===== src/rtl/riscv_lsu_if.sv =====
// Core-side request/response and data-memory bus signals of the load-store unit.
// The master modport is the LSU; the slave modport is the core plus data RAM.
interface riscv_lsu_if;
  logic        core_req_i;
  logic        core_we_i;
  logic [2:0]  core_size_i;
  logic [31:0] core_addr_i;
  logic [31:0] core_wd_i;
  logic [31:0] core_rd_o;
  logic        core_stall_o;
  logic        core_err_o;
  logic        mem_req_o;
  logic        mem_we_o;
  logic [3:0]  mem_be_o;
  logic [31:0] mem_addr_o;
  logic [31:0] mem_wd_o;
  logic [31:0] mem_rd_i;
  logic        mem_ready_i;

  modport master (
    input  core_req_i, core_we_i, core_size_i, core_addr_i, core_wd_i,
    output core_rd_o, core_stall_o, core_err_o,
    output mem_req_o, mem_we_o, mem_be_o, mem_addr_o, mem_wd_o,
    input  mem_rd_i, mem_ready_i
  );

  modport slave (
    output core_req_i, core_we_i, core_size_i, core_addr_i, core_wd_i,
    input  core_rd_o, core_stall_o, core_err_o,
    input  mem_req_o, mem_we_o, mem_be_o, mem_addr_o, mem_wd_o,
    output mem_rd_i, mem_ready_i
  );
endinterface


===== src/rtl/riscv_lsu.sv =====
// Load-store unit: one word-aligned bus transaction per core request, IDLE->ACCESS->DONE.
// Stalls the core until mem_ready_i (or watchdog expiry); errors skip the bus and stall one cycle.
module riscv_lsu #(
  parameter int unsigned TIMEOUT_CYCLES = 255
) (
  input  logic         clk_i,
  input  logic         rst_i,
  riscv_lsu_if.master  bus
);

  localparam int CW = (TIMEOUT_CYCLES > 1) ? $clog2(TIMEOUT_CYCLES) : 1;

  typedef enum logic [1:0] {IDLE, ACCESS, DONE} state_t;

  state_t         state, state_nxt;
  logic           we_q;
  logic [2:0]     size_q;
  logic [1:0]     off_q;
  logic [3:0]     be_q;
  logic [31:0]    addr_q;
  logic [31:0]    wd_q;
  logic [31:0]    rd_q;
  logic           err_q;
  logic [CW-1:0]  wd_cnt;

  logic           req_err;
  logic [3:0]     be_nxt;
  logic [31:0]    wd_nxt;
  logic [31:0]    rd_shift;
  logic [31:0]    load_val;
  logic           wd_hit;

  always_comb begin
    req_err = 1'b0;
    if (bus.core_we_i)
      req_err = (bus.core_size_i >= 3'd3);
    else
      req_err = (bus.core_size_i == 3'd3) || (bus.core_size_i == 3'd6) ||
                (bus.core_size_i == 3'd7);
    // size[1:0]==1 covers both H and HU
    if (bus.core_size_i[1:0] == 2'd1 && bus.core_addr_i[0])
      req_err = 1'b1;
    if (bus.core_size_i == 3'd2 && bus.core_addr_i[1:0] != 2'd0)
      req_err = 1'b1;
  end

  always_comb begin
    be_nxt = 4'b1111;
    wd_nxt = 32'd0;
    if (bus.core_we_i) begin
      case (bus.core_size_i[1:0])
        2'd0: begin
          be_nxt = 4'b0001 << bus.core_addr_i[1:0];
          wd_nxt = {4{bus.core_wd_i[7:0]}};
        end
        2'd1: begin
          be_nxt = 4'b0011 << bus.core_addr_i[1:0];
          wd_nxt = {2{bus.core_wd_i[15:0]}};
        end
        default: begin
          be_nxt = 4'b1111;
          wd_nxt = bus.core_wd_i;
        end
      endcase
    end
  end

  always_comb begin
    rd_shift = bus.mem_rd_i >> {off_q, 3'b000};
    case (size_q)
      3'd0:    load_val = {{24{rd_shift[7]}}, rd_shift[7:0]};
      3'd1:    load_val = {{16{rd_shift[15]}}, rd_shift[15:0]};
      3'd2:    load_val = rd_shift;
      3'd4:    load_val = {24'd0, rd_shift[7:0]};
      3'd5:    load_val = {16'd0, rd_shift[15:0]};
      default: load_val = 32'd0;
    endcase
  end

  // Counter holds ACCESS cycles already spent; the hit fires on the last allowed one.
  assign wd_hit = (TIMEOUT_CYCLES != 0) && (wd_cnt == CW'(TIMEOUT_CYCLES - 1));

  always_ff @(posedge clk_i or posedge rst_i) begin
    if (rst_i) state <= IDLE;
    else       state <= state_nxt;
  end

  always_comb begin
    state_nxt = state;
    case (state)
      IDLE:    if (bus.core_req_i) state_nxt = req_err ? DONE : ACCESS;
      ACCESS:  if (bus.mem_ready_i || wd_hit) state_nxt = DONE;
      DONE:    state_nxt = IDLE;
      default: state_nxt = IDLE;
    endcase
  end

  always_ff @(posedge clk_i or posedge rst_i) begin
    if (rst_i) begin
      we_q   <= 1'b0;
      size_q <= 3'd0;
      off_q  <= 2'd0;
      be_q   <= 4'd0;
      addr_q <= 32'd0;
      wd_q   <= 32'd0;
      rd_q   <= 32'd0;
      err_q  <= 1'b0;
      wd_cnt <= '0;
    end else if (state == IDLE && bus.core_req_i) begin
      we_q   <= bus.core_we_i;
      size_q <= bus.core_size_i;
      off_q  <= bus.core_addr_i[1:0];
      be_q   <= be_nxt;
      addr_q <= {bus.core_addr_i[31:2], 2'b00};
      wd_q   <= wd_nxt;
      rd_q   <= 32'd0;
      err_q  <= req_err;
      wd_cnt <= '0;
    end else if (state == ACCESS) begin
      wd_cnt <= wd_cnt + 1'b1;
      if (bus.mem_ready_i) begin
        rd_q  <= we_q ? 32'd0 : load_val;
        err_q <= 1'b0;
      end else if (wd_hit) begin
        rd_q  <= 32'd0;
        err_q <= 1'b1;
      end
    end
  end

  always_comb begin
    bus.mem_req_o    = (state == ACCESS);
    bus.mem_we_o     = (state == ACCESS) && we_q;
    bus.mem_be_o     = (state == ACCESS) ? be_q : 4'd0;
    bus.mem_addr_o   = (state == ACCESS) ? addr_q : 32'd0;
    bus.mem_wd_o     = (state == ACCESS) ? wd_q : 32'd0;
    bus.core_rd_o    = (state == DONE) ? rd_q : 32'd0;
    bus.core_err_o   = (state == DONE) && err_q;
    bus.core_stall_o = bus.core_req_i && (state != DONE) && !rst_i;
  end

endmodule


===== src/flat_wrapper.sv =====
// flat-port wrapper written by rule: the top's interface ports become plain ports
module riscv_lsu_flat 
#(
  parameter int unsigned TIMEOUT_CYCLES = 255
)
  (clk_i, rst_i, bus_core_req_i, bus_core_we_i, bus_core_size_i, bus_core_addr_i, bus_core_wd_i, bus_core_rd_o, bus_core_stall_o, bus_core_err_o, bus_mem_req_o, bus_mem_we_o, bus_mem_be_o, bus_mem_addr_o, bus_mem_wd_o, bus_mem_rd_i, bus_mem_ready_i);
  riscv_lsu_if bus_i ();
  input  logic clk_i;
  input  logic rst_i;
  input wire logic [$bits(bus_i.core_req_i)-1:0] bus_core_req_i;
  input wire logic [$bits(bus_i.core_we_i)-1:0] bus_core_we_i;
  input wire logic [$bits(bus_i.core_size_i)-1:0] bus_core_size_i;
  input wire logic [$bits(bus_i.core_addr_i)-1:0] bus_core_addr_i;
  input wire logic [$bits(bus_i.core_wd_i)-1:0] bus_core_wd_i;
  output wire logic [$bits(bus_i.core_rd_o)-1:0] bus_core_rd_o;
  output wire logic [$bits(bus_i.core_stall_o)-1:0] bus_core_stall_o;
  output wire logic [$bits(bus_i.core_err_o)-1:0] bus_core_err_o;
  output wire logic [$bits(bus_i.mem_req_o)-1:0] bus_mem_req_o;
  output wire logic [$bits(bus_i.mem_we_o)-1:0] bus_mem_we_o;
  output wire logic [$bits(bus_i.mem_be_o)-1:0] bus_mem_be_o;
  output wire logic [$bits(bus_i.mem_addr_o)-1:0] bus_mem_addr_o;
  output wire logic [$bits(bus_i.mem_wd_o)-1:0] bus_mem_wd_o;
  input wire logic [$bits(bus_i.mem_rd_i)-1:0] bus_mem_rd_i;
  input wire logic [$bits(bus_i.mem_ready_i)-1:0] bus_mem_ready_i;
  assign bus_i.core_req_i = bus_core_req_i;
  assign bus_i.core_we_i = bus_core_we_i;
  assign bus_i.core_size_i = bus_core_size_i;
  assign bus_i.core_addr_i = bus_core_addr_i;
  assign bus_i.core_wd_i = bus_core_wd_i;
  assign bus_core_rd_o = bus_i.core_rd_o;
  assign bus_core_stall_o = bus_i.core_stall_o;
  assign bus_core_err_o = bus_i.core_err_o;
  assign bus_mem_req_o = bus_i.mem_req_o;
  assign bus_mem_we_o = bus_i.mem_we_o;
  assign bus_mem_be_o = bus_i.mem_be_o;
  assign bus_mem_addr_o = bus_i.mem_addr_o;
  assign bus_mem_wd_o = bus_i.mem_wd_o;
  assign bus_i.mem_rd_i = bus_mem_rd_i;
  assign bus_i.mem_ready_i = bus_mem_ready_i;
  riscv_lsu #(.TIMEOUT_CYCLES(TIMEOUT_CYCLES)) u_core (.clk_i(clk_i), .rst_i(rst_i), .bus(bus_i));
endmodule

===== config.mk =====
export PLATFORM = sky130hd
export DESIGN_NAME = riscv_lsu_flat
export DESIGN_NICKNAME = d
export VERILOG_FILES = /design/src/rtl/riscv_lsu_if.sv /design/src/rtl/riscv_lsu.sv /design/src/flat_wrapper.sv
export SDC_FILE = /design/constraint.sdc
export NUM_CORES = 1
export LEC_CHECK = 0
export ABC_AREA = 1
export CELL_PAD_IN_SITES_DETAIL_PLACEMENT = 0
export CELL_PAD_IN_SITES_GLOBAL_PLACEMENT = 2
export CORE_ASPECT_RATIO = 1.2
export CORE_MARGIN = 5
export CORE_UTILIZATION = 22
export CTS_CLUSTER_DIAMETER = 30
export DETAILED_ROUTE_END_ITERATION = 10
export GPL_TIMING_DRIVEN = 0
export PLACE_DENSITY_LB_ADDON = 0.05
export SLEW_MARGIN = 20
export SYNTH_ARGS = -nofsm -noshare
export SYNTH_HDL_FRONTEND = slang
export SYNTH_SLANG_ARGS = --single-unit

===== constraint.sdc =====
create_clock -name clk_i -period 4.4 [get_ports clk_i]
set_input_delay 0.88 -clock clk_i [delete_from_list [all_inputs] [get_ports clk_i]]
set_output_delay 0.88 -clock clk_i [all_outputs]
set_load 0.05 [all_outputs]

Yosys cells after proc, flatten, opt, wreduce, memory -nomap -nowiden
Index checks and enable logic that the tools add are counted.
{ "word_totals": {"register_bits": 115, "inputBits": 104, "wordCells": 76} }
{ "op_classes": {"add_sub_neg": 1, "magnitude_cmp": 1, "eq_ne": 15, "n_shift": 3, "mux": 27, "n_reduce_logical": 19} }
{ "op_table": {"columns": ["op", "n"], "rows": [
  ["32-bit two-way mux", 9],
  ["32-bit case mux with 5 select lines", 1],
  ["32-bit case mux with 2 select lines", 1],
  ["32-bit by 5-bit >> shifter with 32-bit output", 1],
  ["8-bit two-way mux", 2],
  ["3-bit == test (second input constant)", 4],
  ["3-bit by 2-bit == test with 1-bit output (second input constant)", 3],
  ["8-bit by 1-bit adder with 8-bit output (second input constant)", 1],
  ["8-bit == test (second input constant)", 1],
  ["4-bit two-way mux", 2],
  ["4-bit case mux with 2 select lines", 1],
  ["1-bit logical AND", 7],
  ["1-bit two-way mux", 7],
  ["2-bit two-way mux", 3],
  ["2-bit by 1-bit == test with 1-bit output (second input constant)", 2],
  ["2-bit logical NOT", 2],
  ["2-bit inequality test (second input constant)", 2],
  ["2-bit case mux with 2 select lines", 1],
  ["2-bit AND reduction", 2],
  ["2-bit nonzero test", 2],
  ["1-bit by 2-bit << shifter with 4-bit output (first input constant)", 1],
  ["2-bit by 2-bit << shifter with 4-bit output (first input constant)", 1],
  ["3-bit by 1-bit == test with 1-bit output (second input constant)", 1],
  ["3-bit by 2-bit >= comparator with 1-bit output (second input constant)", 1],
  ["6 further kinds", 8]
]} }

Longest topological paths before layout
{ "depth": {"ltp_word": 9, "ltp_mapped": 11, "depth_no_buf": 10} }

Worst setup path after synthesis
OpenSTA, ideal clock, no wires.
{ "synth_path": {"path_kind": "input port to output port", "start": "input port rst_i", "end": "output port bus_core_stall_o", "arrival_ps": 4135, "t_required_ps": 3520, "path_slack_ps": -615, "path_stages": 3, "n_path_buf": 0, "path_cell_list": "inv_1 nand2_1 nor2_1"} }
{ "synth_via": {"elab_chain_len": 2} }
{ "synth_rtl": {"columns": ["item", "line_no", "source"], "rows": [
  ["from (decl)", "flat_wrapper.sv:9", "input logic rst_i;"],
  ["1-bit logical NOT (no line)", null, null],
  ["1-bit logical AND", "riscv_lsu.sv:139", "bus.core_stall_o = bus.core_req_i && (state != DONE) && !rst_i;"],
  ["to (decl)", "flat_wrapper.sv:16", "output wire logic [$bits(bus_i.core_stall_o)-1:0] bus_core_stall_o;"]
]} }
Every way passes these cells.

Final worst setup path
Same ends and word-level chain as after synthesis.

==> impl_metrics.xml <==
<?xml version="1.0" encoding="UTF-8"?>
<metrics>
  <group name="final_layout">
    <metric name="final-seq-area" unit="mm²">0.00288</metric>
    <metric name="fill_cells" unit="">3134</metric>
    <metric name="drive_above_1_share" unit="%">6.25</metric>
    <metric name="layout.cells.most_common" unit="">sky130_fd_sc_hd__nand2_1</metric>
    <metric name="post-route-util" unit="%">33.7</metric>
    <metric name="finish.net_count" unit="">1247</metric>
    <metric name="layout-area-overhead-vs-synth" unit="%">50.4</metric>
    <metric name="commonest_non_fill_non_tap_cells_in_the_layout" unit="">266 x sky130_fd_sc_hd__nand2_1, 205 x sky130_fd_sc_hd__clkdlybuf4s50_1, 146 x sky130_fd_sc_hd__inv_1, 146 x sky130_fd_sc_hd__nor2_1, 115 x sky130_fd_sc_hd__dfrtp_1</metric>
    <metric name="footprint_of_the_multi_input_gates" unit="mm²">0.00259</metric>
  </group>
  <group name="timing">
    <metric name="final-max-slew-violation-count" unit="">0</metric>
    <metric name="rsz0062_at_grt" unit="">no</metric>
    <metric name="tns" unit="ns">0</metric>
    <metric name="worst_pin_slew" unit="ns">0.597</metric>
    <metric name="finalCritPeriodShare" unit="%">86.9</metric>
    <metric name="fin_crit" unit="ns">3.82</metric>
    <metric name="max_freq" unit="GHz">0.261</metric>
    <metric name="tightest_slew_margin_relative_to_the_limit" unit="%">60.1</metric>
    <metric name="hold_viol_final" unit="">0</metric>
    <metric name="clock_skew" unit="ns">0.00748</metric>
    <metric name="holdWs" unit="ns">0.479</metric>
    <metric name="setup_viol_count_final" unit="">0</metric>
    <metric name="final_critical_path_setup_slack" unit="ns">0.576</metric>
  </group>
  <group name="synth">
    <metric name="ys_seq_elements" unit="">115</metric>
    <metric name="ys_types" unit="">29</metric>
    <metric name="avgSynthCellArea" unit="µm²">6.91</metric>
    <metric name="netlist_instances" unit="">912</metric>
    <metric name="synthesis.area" unit="mm²">0.00630</metric>
    <metric name="ys_warn_count" unit="">0</metric>
    <metric name="synth_sequential_area_ratio" unit="%">45.7</metric>
  </group>
  <group name="setup_path">
    <metric name="cp_max_fo" unit="">30</metric>
    <metric name="setup.worst_path.class" unit="">in -&gt; out</metric>
    <metric name="worst_setup_path_start_kind" unit="">input pin</metric>
    <metric name="worstPathArrival" unit="ns">2.94</metric>
    <metric name="cp.required" unit="ns">3.52</metric>
    <metric name="endpoint_kind" unit="">output pin</metric>
  </group>
  <group name="place">
    <metric name="place_congestion" unit="">0.792</metric>
    <metric name="detailed_place_hpwl" unit="µm">19000</metric>
    <metric name="port_buffers" unit="">205</metric>
    <metric name="placement.setup.worst_slack" unit="ns">0.503</metric>
  </group>
  <group name="floorplan">
    <metric name="die-width" unit="µm">164</metric>
    <metric name="die_h" unit="µm">195</metric>
    <metric name="floorplan.rows" unit="">67</metric>
    <metric name="start_util" unit="%">22.4</metric>
    <metric name="core" unit="mm²">0.0281</metric>
    <metric name="floorplan.die_area" unit="mm²">0.0321</metric>
    <metric name="num_io_pins" unit="">208</metric>
  </group>
  <group name="clock_network">
    <metric name="cts_tree" unit="">done</metric>
    <metric name="cts_root_buf" unit="">sky130_fd_sc_hd__clkbuf_16</metric>
    <metric name="cts-buffers-inserted" unit="">17</metric>
    <metric name="cts.hold.buffers_added" unit="">0</metric>
    <metric name="cts_setup_buffers" unit="">0</metric>
    <metric name="worst_skew_pair.late_latency" unit="ns">0.41</metric>
    <metric name="cts-htree-levels" unit="">4</metric>
    <metric name="cts_buffer_depth" unit="">2</metric>
    <metric name="cts_num_sinks" unit="">115</metric>
    <metric name="resized_gates_after_cts" unit="">0</metric>
    <metric name="path_clk_slew" unit="ns">0.06</metric>
  </group>
  <group name="pwr">
    <metric name="vdd_drop_max" unit="mV">0.245</metric>
    <metric name="total_power" unit="mW">4.63</metric>
    <metric name="p_leak" unit="nW">4.47</metric>
    <metric name="p_per_area" unit="mW/mm²">489</metric>
  </group>
  <group name="drt">
    <metric name="wire_per_inst" unit="µm">16.1</metric>
    <metric name="detailedRoute.firstIterationViolations" unit="">270</metric>
    <metric name="detailed_route_via_count" unit="">6238</metric>
    <metric name="drtPass1Iterations" unit="">6</metric>
    <metric name="ant_nets" unit="">0</metric>
    <metric name="drc" unit="">0</metric>
    <metric name="via_per_inst" unit="">4.07</metric>
    <metric name="wirelength" unit="µm">24700</metric>
  </group>
  <group name="global_routing">
    <metric name="antenna_found_initial" unit="">2</metric>
    <metric name="gr-total-overflow" unit="">0</metric>
    <metric name="first_pass_grt_wire_length" unit="µm">38900</metric>
    <metric name="grt_start_max_net_pins" unit="">31</metric>
    <metric name="vias_in_the_first_global_route" unit="">6794</metric>
    <metric name="grt.total_usage" unit="%">15.7</metric>
  </group>
  <group name="run_status">
    <metric name="outcome" unit="">complete, no violations</metric>
  </group>
  <group name="hold_path">
    <metric name="hp-class" unit="">reg -&gt; reg</metric>
  </group>
  <group name="job">
    <metric name="cap_viol_max_count" unit="">0</metric>
  </group>
</metrics>
cell families (layout without fill, tap and decap cells):
group	Yosys count	in the layout	share of synthesized area, %
other	1	3	0.0595
buffers and inverters	202	441	13.3
AO/OA/AOI/OAI	114	114	9.95
AND/OR/NAND/NOR	478	478	30.6
adder cells (fa/ha/maj)	2	2	0.397
flip-flops	115	115	45.7
final timing paths:
kind                       slack, ns             from  depth (start not counted)                 to
setup / recovery                0.58            rst_i                          6   bus_core_stall_o
hold / removal                  0.48  u_core.rd_q[27]                          2    u_core.rd_q[27]
setup reg to reg                2.71  u_core.state[1]                          7     u_core.wd_q[8]
hold reg to reg                 0.48  u_core.rd_q[27]                          2    u_core.rd_q[27]
max in group asynchronous       2.62            rst_i                          5  u_core.addr_q[13]
min in group asynchronous       0.82            rst_i                          2    u_core.wd_q[19]
final cells by class:
cell class                 instances  area share (%)
tap                              379            5.01
clock buffer                      26            5.38
clock inverter                     4           0.502
timing repair buffer             209            22.5
sequential                       115            30.4
inverter                         153            6.10
buffer                            49            2.77
multi-input combinational        596            27.3
antenna                            1          0.0264
per-stage QoR:
stage	cells	instance area, µm²
after floorplan	913	6310
after global placement	1497	8830
after detailed placement	1501	8910
after CTS	1531	9470
after global routing	1532	9470
final	1532	9470
layer usage:
layer / global-route usage [%] / vias to the layer above / share of wire, %
li1: - / 3227 / -
met1: 19.1 / 2837 / 42
met2: 27.1 / 155 / 50
met3: 5.00 / 17 / 6.7
met4: 3.73 / 2 / 1.3
met5: 0 / - / 0.053
cell usage after synthesis:
library cell	number	area, µm²
sky130_fd_sc_hd__nand2_1	266	998
sky130_fd_sc_hd__inv_1	147	552
sky130_fd_sc_hd__nor2_1	146	548
sky130_fd_sc_hd__dfrtp_1	115	2880
sky130_fd_sc_hd__o21ai_0	70	350
sky130_fd_sc_hd__nand3_1	51	255
sky130_fd_sc_hd__o22ai_1	16	100
sky130_fd_sc_hd__buf_2	15	75.1
sky130_fd_sc_hd__a22oi_1	11	82.6
sky130_fd_sc_hd__buf_1	11	41.3
sky130_fd_sc_hd__clkbuf_1	11	41.3
sky130_fd_sc_hd__a21oi_1	10	50.1
sky130_fd_sc_hd__buf_4	8	60.1
sky130_fd_sc_hd__a31oi_1	7	43.8
sky130_fd_sc_hd__inv_2	5	18.8
sky130_fd_sc_hd__buf_6	4	45.0
sky130_fd_sc_hd__nand2_2	3	18.8
sky130_fd_sc_hd__nor3_1	3	15.0
sky130_fd_sc_hd__ha_1	2	25.0
sky130_fd_sc_hd__nand4_1	2	12.5
sky130_fd_sc_hd__and2_1	1	6.26
sky130_fd_sc_hd__clkinv_1	1	3.75
sky130_fd_sc_hd__conb_1	1	3.75
sky130_fd_sc_hd__nand2_4	1	11.3
sky130_fd_sc_hd__nand3_2	1	10.0
sky130_fd_sc_hd__nand3_4	1	17.5
sky130_fd_sc_hd__nor2_2	1	6.26
sky130_fd_sc_hd__nor2_4	1	11.3
sky130_fd_sc_hd__nor2_8	1	20.0
state kept, by name, summed over array words and instances (netlist names):
name and cells:
u_core.addr_q 30, u_core.be_q 4, u_core.err_q 1, u_core.off_q 2, u_core.rd_q 32, u_core.size_q 3, u_core.state 2, u_core.wd_cnt 8
u_core.wd_q 32, u_core.we_q 1
worst max-delay path, cell delays in order:
cell,delay (ns)
sky130_fd_sc_hd__clkdlybuf4s50_1,0.50
sky130_fd_sc_hd__clkinvlp_4,0.37
sky130_fd_sc_hd__buf_12,0.33
sky130_fd_sc_hd__nand2_1,0.08
sky130_fd_sc_hd__nor2_1,0.05
sky130_fd_sc_hd__clkdlybuf4s50_1,0.70
report_power, final:
group          total, mW  switching [mW]  internal, mW  leakage (nW)
combinational       1.84            1.24         0.597          2.71
sequential          1.46           0.112          1.34          1.49
clock               1.34           0.497         0.844         0.272
Power figures use the tool's default switching activity.
